File: src/rtl/dqsw_wrlvl_ctrl.sv
// ----------------------------------------------------------------------------
// dqsw_wrlvl_ctrl
// Write-leveling training controller for one DDR4 lane. It resets the lane's
// DQSW transmit delay line, sends DQS pulses, and samples the DQ feedback
// returned by the DRAM. It then steps the delay one tap at a time until the
// feedback has been seen at 0 and then reads back as 1. The tap where that
// happens is reported on TAP_VALUE.
//
// Ports
//   FAB_CLK                    in   fabric clock; all logic uses the rising edge
//   ARST_N                     in   asynchronous active-low reset
//   START                      in   one-cycle request; accepted only while BUSY=0
//   BUSY                       out  training in progress
//   DONE / ERROR               out  one-cycle completion / failure pulses
//   TAP_VALUE                  out  trained tap; held until the next success
//   TX_DATA_0 / OE_DATA_0      out  DQS bit pair and its output enables
//   ODT_EN_0                   out  tied 0
//   EYE_MONITOR_CLEAR_FLAGS_0  out  tied 0
//   DELAY_LINE_LOAD_0          out  one-cycle pulse; returns the delay to base
//   DELAY_LINE_MOVE_0          out  one-cycle pulse; moves the delay one tap
//   DELAY_LINE_DIRECTION_0     out  1 (increment) while BUSY
//   DELAY_LINE_OUT_OF_RANGE_0  in   delay line saturated; aborts training
//   RX_DATA_0                  in   DQ feedback; only bit 0 is used
// ----------------------------------------------------------------------------
module dqsw_wrlvl_ctrl #(
    parameter int TAP_W      = 8,
    parameter int MAX_TAPS   = 255,
    parameter int FB_LATENCY = 12,
    parameter int SAMPLES    = 4,
    parameter int SETTLE     = 8
) (
    input  logic             FAB_CLK,
    input  logic             ARST_N,
    input  logic             START,
    output logic             BUSY,
    output logic             DONE,
    output logic             ERROR,
    output logic [TAP_W-1:0] TAP_VALUE,
    output logic [1:0]       TX_DATA_0,
    output logic [1:0]       OE_DATA_0,
    output logic             ODT_EN_0,
    output logic             EYE_MONITOR_CLEAR_FLAGS_0,
    output logic             DELAY_LINE_LOAD_0,
    output logic             DELAY_LINE_MOVE_0,
    output logic             DELAY_LINE_DIRECTION_0,
    input  logic             DELAY_LINE_OUT_OF_RANGE_0,
    input  logic [1:0]       RX_DATA_0
);

    // One down-counter serves both the settle and the feedback-wait intervals.
    localparam int CNT_MAX = (SETTLE > FB_LATENCY) ? SETTLE : FB_LATENCY;
    localparam int CNT_W   = $clog2(CNT_MAX + 1);
    localparam logic [CNT_W-1:0] SETTLE_LD = CNT_W'(SETTLE - 1);
    localparam logic [CNT_W-1:0] WAIT_LD   = CNT_W'((FB_LATENCY >= 2) ? FB_LATENCY - 2 : 0);
    localparam logic [TAP_W-1:0] MAX_TAP_C = TAP_W'(MAX_TAPS);
    localparam logic [3:0]       SAMPLES_C = 4'(SAMPLES);

    typedef enum logic [3:0] {
        S_IDLE, S_LOAD, S_SETTLE, S_PULSE, S_WAIT, S_SAMPLE, S_STEP, S_PASS, S_FAIL
    } state_t;

    state_t             state_q;
    logic [CNT_W-1:0]   cnt_q;
    logic [TAP_W-1:0]   tap_cnt_q;
    logic [TAP_W-1:0]   tap_value_q;
    logic [3:0]         samp_cnt_q;
    logic               all1_q;
    logic               seen0_q;
    logic               busy_q, done_q, error_q, load_q, move_q;
    logic [1:0]         tx_q, oe_q;

    logic [3:0]         samp_cnt_d;
    logic               all1_d;
    logic               in_training;
    logic               unused_rx;

    assign samp_cnt_d  = samp_cnt_q + 4'd1;
    assign all1_d      = all1_q & RX_DATA_0[0];
    assign in_training = (state_q != S_IDLE) && (state_q != S_PASS) && (state_q != S_FAIL);
    assign unused_rx   = RX_DATA_0[1];

    always_ff @(posedge FAB_CLK or negedge ARST_N) begin
        if (!ARST_N) begin
            state_q     <= S_IDLE;
            cnt_q       <= '0;
            tap_cnt_q   <= '0;
            tap_value_q <= '0;
            samp_cnt_q  <= '0;
            all1_q      <= 1'b0;
            seen0_q     <= 1'b0;
            busy_q      <= 1'b0;
            done_q      <= 1'b0;
            error_q     <= 1'b0;
            load_q      <= 1'b0;
            move_q      <= 1'b0;
            tx_q        <= 2'b00;
            oe_q        <= 2'b00;
        end else begin
            // Pulse-type outputs are valid only in the cycle after they are set.
            done_q  <= 1'b0;
            error_q <= 1'b0;
            load_q  <= 1'b0;
            move_q  <= 1'b0;
            tx_q    <= 2'b00;
            oe_q    <= 2'b00;

            if (in_training && DELAY_LINE_OUT_OF_RANGE_0) begin
                // A saturated delay line aborts training from any training state.
                state_q <= S_FAIL;
                error_q <= 1'b1;
                busy_q  <= 1'b0;
            end else begin
                case (state_q)
                    // PASS/FAIL already show BUSY=0, so a START there is accepted.
                    S_IDLE, S_PASS, S_FAIL: begin
                        if (START) begin
                            state_q    <= S_LOAD;
                            tap_cnt_q  <= '0;
                            seen0_q    <= 1'b0;
                            samp_cnt_q <= '0;
                            all1_q     <= 1'b1;
                            load_q     <= 1'b1;
                            busy_q     <= 1'b1;
                        end else begin
                            state_q <= S_IDLE;
                        end
                    end
                    S_LOAD: begin
                        state_q <= S_SETTLE;
                        cnt_q   <= SETTLE_LD;
                    end
                    S_SETTLE: begin
                        if (cnt_q == '0) begin
                            state_q <= S_PULSE;
                            tx_q    <= 2'b01;
                            oe_q    <= 2'b11;
                        end else begin
                            cnt_q <= cnt_q - 1'b1;
                        end
                    end
                    S_PULSE: begin
                        // With a one-cycle feedback latency there is no wait interval.
                        if (FB_LATENCY < 2) begin
                            state_q <= S_SAMPLE;
                        end else begin
                            state_q <= S_WAIT;
                            cnt_q   <= WAIT_LD;
                        end
                    end
                    S_WAIT: begin
                        if (cnt_q == '0) begin
                            state_q <= S_SAMPLE;
                        end else begin
                            cnt_q <= cnt_q - 1'b1;
                        end
                    end
                    S_SAMPLE: begin
                        all1_q     <= all1_d;
                        samp_cnt_q <= samp_cnt_d;
                        if (samp_cnt_d < SAMPLES_C) begin
                            state_q <= S_PULSE;
                            tx_q    <= 2'b01;
                            oe_q    <= 2'b11;
                        end else if (all1_d && seen0_q) begin
                            state_q     <= S_PASS;
                            tap_value_q <= tap_cnt_q;
                            done_q      <= 1'b1;
                            busy_q      <= 1'b0;
                        end else begin
                            // A 1 seen before any 0 means the scan started
                            // past the edge, so scanning continues.
                            if (!all1_d) begin
                                seen0_q <= 1'b1;
                            end
                            state_q <= S_STEP;
                            // MOVE shows in the STEP cycle itself, except on the last tap.
                            move_q  <= (tap_cnt_q != MAX_TAP_C);
                        end
                    end
                    S_STEP: begin
                        if (tap_cnt_q == MAX_TAP_C) begin
                            state_q <= S_FAIL;
                            error_q <= 1'b1;
                            busy_q  <= 1'b0;
                        end else begin
                            state_q    <= S_SETTLE;
                            cnt_q      <= SETTLE_LD;
                            tap_cnt_q  <= tap_cnt_q + TAP_W'(1);
                            samp_cnt_q <= '0;
                            all1_q     <= 1'b1;
                        end
                    end
                    default: state_q <= S_IDLE;
                endcase
            end
        end
    end

    assign BUSY                      = busy_q;
    assign DONE                      = done_q;
    assign ERROR                     = error_q;
    assign TAP_VALUE                 = tap_value_q;
    assign TX_DATA_0                 = tx_q;
    assign OE_DATA_0                 = oe_q;
    assign ODT_EN_0                  = 1'b0;
    assign EYE_MONITOR_CLEAR_FLAGS_0 = 1'b0;
    assign DELAY_LINE_LOAD_0         = load_q;
    assign DELAY_LINE_MOVE_0         = move_q;
    assign DELAY_LINE_DIRECTION_0    = busy_q;

endmodule

File: config.mk
export PLATFORM = sky130hd
export DESIGN_NAME = dqsw_wrlvl_ctrl
export DESIGN_NICKNAME = d
export VERILOG_FILES = /design/src/rtl/dqsw_wrlvl_ctrl.sv
export SDC_FILE = /design/constraint.sdc
export NUM_CORES = 1
export LEC_CHECK = 0
export ABC_AREA = 1
export CAP_MARGIN = 20
export CORE_UTILIZATION = 55
export DETAILED_ROUTE_END_ITERATION = 8
export MAX_ROUTING_LAYER = met4
export PLACE_DENSITY = 0.79
export SLEW_MARGIN = 25
export SYNTH_ARGS = -nofsm -noshare
export SYNTH_HDL_FRONTEND = slang
export SYNTH_SLANG_ARGS = --single-unit
export TNS_END_PERCENT = 50
File: constraint.sdc
create_clock -name FAB_CLK -period 2.3 [get_ports FAB_CLK]
set_input_delay 0.46 -clock FAB_CLK [delete_from_list [all_inputs] [get_ports FAB_CLK]]
set_output_delay 0.46 -clock FAB_CLK [all_outputs]
set_load 0.005 [all_outputs]
======== Yosys cells after proc, flatten, opt, wreduce, memory -nomap -nowiden ========
Index checks and enable logic that the tools add are counted.
storage, ports and cells
  bits in registers ....................... 39
  bits of input ports ..................... 6
  logic and storage cells ................. 118
cells by class
  $add $sub $neg .......................... 3
  magnitude comparators ................... 1
  equal/unequal tests ..................... 24
  mux-type cells .......................... 52
  bitwise operators ....................... 3
  reductions and logical operators ........ 21
operators by type and width
  operator                                       count
  2-to-1 mux 4 bit                               8
  2-to-1 mux 1 bit                               29
  one-hot mux 4 bit (7 select lines)             1
  != test 3 bit, second input constant           6
  == test 4 x 3 -> 1 bit, second input constant  4
  2-to-1 mux 8 bit                               2
  one-hot mux 4 bit (4 select lines)             1
  one-hot mux 8 bit (2 select lines)             1
  AND reduction 4 bit                            4
  != test 2 bit, second input constant           6
  one-hot mux 4 bit (3 select lines)             1
  nonzero test 4 bit                             3
  adder 8 x 1 -> 8 bit, second input constant    1
  == test 4 x 2 -> 1 bit, second input constant  2
  == test 8 bit, second input constant           1
  zero test 4 bit                                2
  != test 8 bit, second input constant           1
  2-to-1 mux 2 bit                               3
  one-hot mux 1 bit (3 select lines)             2
  AND reduction 6 bit                            1
  AND reduction 5 bit                            1
  adder 4 x 1 -> 4 bit, second input constant    1
  == test 4 x 1 -> 1 bit, second input constant  1
  == test 4 bit, second input constant           1
  other kinds (15)                               21

======== Logic depth before layout (Yosys ltp) ========
  depth after elaboration ................. 6
  depth in mapped cells ................... 11
  mapped depth without buffers ............ 11

======== Least setup slack after synthesis ========
OpenSTA, ideal clock, no wires.
  path type ............................... register to register
  from .................................... register tap_cnt_q[0]
  to ...................................... register tap_cnt_q[5]
  library setup time ...................... 0.119 ns
  arrival ................................. 1.398 ns
  required time ........................... 2.181 ns
  slack ................................... 0.783 ns
  stages on the path, launching flop included .. 12
  buffers on the path ..................... 1
  clock period less this slack ............ 1.517 ns
  cell sequence ........................... dfrtp_1 ha_1 nand2_1 nor2_2 nand2_1 inv_2 nand2_4 nand2_8 nor2_8 buf_8 nand2_2 o21ai_2
on the way
  cells in the longest elaborated chain, start to end .. 3
  elaborated cells on any way between the ends .. 6
RTL lines
  item                                                                              line      text
  start, declared                                                                   64        logic [TAP_W-1:0] tap_cnt_q;
  start signal, assigned                                                            188       tap_cnt_q <= tap_cnt_q + TAP_W'(1);
  adder 8 x 1 -> 8 bit / == test 8 bit (equally long branches)                      188, 181
  2-to-1 mux 8 bit / != test 2 bit (equally long branches)                          -
  one-hot mux 8 bit (2 select lines) / AND reduction 4 bit (equally long branches)  -
Parallel ways exist; a longest one is shown, timed or not. The select of a mux whose other input is x is not followed.
A chain may end at the register's enable or synchronous reset.

======== Final worst setup path ========
  from .................................... register tap_cnt_q[0]
  to ...................................... register tap_cnt_q[7]
Same word-level chain as after synthesis.

==> reports/qor.txt <==
Worst hold path class: reg -> reg
HPWL after DPL: 2730 um
Total Routing Usage GR: 22.1%
Top cell by count, worst path: nand2_1
Filler Cell Count: 299
Reg power frac: 37.5%
CP Max Fanout: 13
Die ar.: 4030 um2
Slowest CP cell: dfrtp_1
Worst Setup SP: tap_cnt_q[0]$_DFFE_PN0P_
Final hold violation count: 0
Final setup skew: 0.00567 ns
Die height: 63.5 um
Number of I/O pins: 26
Pin count of the biggest net entering global routing: 37
Synth Warn #: 0
Final Cycle Share: 77.0%
Clk_lat worst skew: 0.29 ns
Crit end category: flip-flop
Crit path time final: 1.77 ns
Net Sw Frac: 41.1%
Vias in the first global route: 1424
CTS Sinks: 36
Cell count after synthesis: 252
Mux cell area share after synthesis: 0%
Startpoint types: flip-flop
Pins Over Slew Limit: 0
Main combinational cell family by area after synthesis: simple AND/OR/NAND/NOR gates
Count of final setup violators: 0
Comb pwr share: 42.3%
Dpl ws: 0.273 ns
Synth Area in XOR/XNOR: 1.69%
Worst EP required: 2.48 ns
Synth Area in Compound Gates: 10.4%
Final Instance Area: 2380 um2
GRT overflow: 0
CORE AREA: 3470 um2
Hold Crit Start: TAP_VALUE[4]$_DFFE_PN0P_
Nets@finish: 285
FP Rows: 21
GP Congestion: 0.849
# diodes: 0
Setup TNS: 0 ns
Layout area overhead: 14.4%
Outcome: finished, final reports clean
Fmax: 565 MHz
Area post-placement: 2290 um2
CTS Hold Bufs: 0
Layout cells sized above 1: 18.8%
Global-route wire length before repair: 6500 um
Vias: 1581
Yosys cell types: 31
Initial Util: 59.9%
Primary FF master, synth: dfrtp_1
Via/cell ratio: 4.91
1st-iter DRT viols: 119
H-tree levels: 2
CTS max path bufs: 2
Initial antenna violation count: 0
Mapped cell area: 2080 um2
Maximum VDD drop: 0.557 mV
Post-synth ARST share: 100%
Clock power frac: 20.2%
Wire per inst: 11.2 um
# DRC: 0
CTS root buf: clkbuf_8
Drt pass-1 iters: 4
Cell total after placement: 314
Max stage delay on crit path: 0.47 ns
Post-Route WL: 3620 um
Sequential fraction of the synthesis area: 43.3%
Post-Synth Simple-Gate Area: 31.7%
Post-synth EDFFs: 0
Syn avg cell area: 8.25 um2
Die Width: 63.5 um
Leak pwr: 1.18 nW
Internal: 1.29 mW
CTS buffer count: 5
Hold Worst Slack: 0.480 ns
Clk slew on worst S/H paths: 0.07 ns
Flops & latches, synth: 36
Reg2reg start: tap_cnt_q[0]$_DFFE_PN0P_
Layout Cells excl Fill: 322
Cell Chain, Critical Path: ha_1 > nand2_1 > nor2_2 > nand2_1 > inv_2 > nand2_4 > nand2_8 > nor2_8 > inv_2 > nand2_1 > o21ai_1
Switch Pwr: 0.899 mW
Critical Path AT: 1.95 ns
Worst Hold Path Cells: 2
CTS tree: yes
Post-route ant nets: 0
Final Total Pwr: 2.19 mW
Post-CTS sizing: 0
PortBufs: 21
Power density over cell area: 919 nW/um2
Synth Area in Adders: 2.41%
Setup Buffers After CTS: 0
Final worst slack: 0.530 ns
RSZ-0062 raised after global routing: false
WS Path Type: reg -> reg
Final core occ: 68.5%
Max-cap viol count: 0
Cells on worst reg2reg path: 11
## worst paths after layout
path | end | slack (ns)
hold reg to reg | TAP_VALUE[4]$_DFFE_PN0P_ | 0.48
setup reg to reg | tap_cnt_q[7]$_DFFE_PN0P_ | 0.53
setup / recovery | tap_cnt_q[7]$_DFFE_PN0P_ | 0.53
hold / removal | TAP_VALUE[4]$_DFFE_PN0P_ | 0.48
max in group asynchronous | cnt_q[3]$_DFFE_PN0P_ | 1.40
min in group asynchronous | samp_cnt_q[2]$_DFFE_PN0P_ | 0.59
## cell type report
class,count,area (um2),area share (%)
Clock inverter,3,18.8,0.789
Inverter,37,143,6.00
Timing Repair Buffer,22,218,9.16
Multi-Input combinational cell,173,971,40.8
Clock buffer,5,68.8,2.89
Tap cell,46,57.6,2.42
Sequential cell,36,901,37.9
## synthesized netlist by cell type, types with 3 or more instances
cell	n	area, um2
o21ai_1	9	45.0
inv_1	27	101
nand2_2	10	62.6
nor3_1	6	30.0
nor2_1	15	56.3
xnor2_1	3	26.3
nand4_1	5	31.3
dfrtp_1	36	901
nand2_1	67	251
buf_4	6	45.0
a21oi_1	7	35.0
o21ai_0	5	25.0
inv_2	8	30.0
nand3_1	12	60.1
ha_1	4	50.1
o21ai_2	12	105
## power groups by stage
stage | Clock, mW | Sequential [mW] | Combinational (mW)
3_3_place_gp | 0 | 0.829 | 0.919
4_1_cts | 0.461 | 0.821 | 0.940
6_report | 0.442 | 0.820 | 0.925
3_5_place_dp | 0 | 0.832 | 0.937
5_1_grt | 0.490 | 0.833 | 1.05
2_1_floorplan | 0 | 0.816 | 0.789
## worst max-delay path, delay by kind of cell, from the launching register on
kind | cells | cell delay (ns)
AOI/OAI and AO/OA | 1 | 0.05
and+or+nand+nor | 7 | 0.75
adders and majority gates | 1 | 0.25
buffers and inverters | 2 | 0.14
DFF | 1 | 0.47
## kinds of logic after synthesis
family                   Yosys count
AO/OA/AOI/OAI                     34
XOR/XNOR                           4
adder cells (fa/ha/maj)            4
buffers and inverters             45
flip-flops                        36
other                              1
AND/OR/NAND/NOR                  128
## state kept, by name (all words and copies together), names as in the netlist, 4 cells and up
signal      flops
cnt_q           4
samp_cnt_q      4
state_q         4
TAP_VALUE       8
tap_cnt_q       8
## cells in the final DEF (no fill, tap or decap), types with 4 or more instances in the layout
cell / synthesis / layout
ha_1: 4 / 4
o21ai_0: 5 / 5
clkbuf_8: 0 / 5
dfrtp_1: 36 / 36
clkdlybuf4s50_1: 0 / 21
inv_1: 27 / 27
o21ai_2: 12 / 12
nand2_1: 67 / 67
o21ai_1: 9 / 9
nand4_1: 5 / 5
nand2_2: 10 / 10
nor3_1: 6 / 6
nor2_1: 15 / 15
a21oi_1: 7 / 7
nand3_1: 12 / 12
inv_2: 8 / 8
## metal layers
layer,wire [um],GRT usage [%],part of all wire [%],vias to the layer above
met5,0,-,0,-
met3,139,6.52,3.8,2
met1,1800,28.5,50,713
li1,-,-,-,836
met2,1650,32.3,46,30
met4,28,9.38,0.77,0
(Power assumes the default switching activity.)
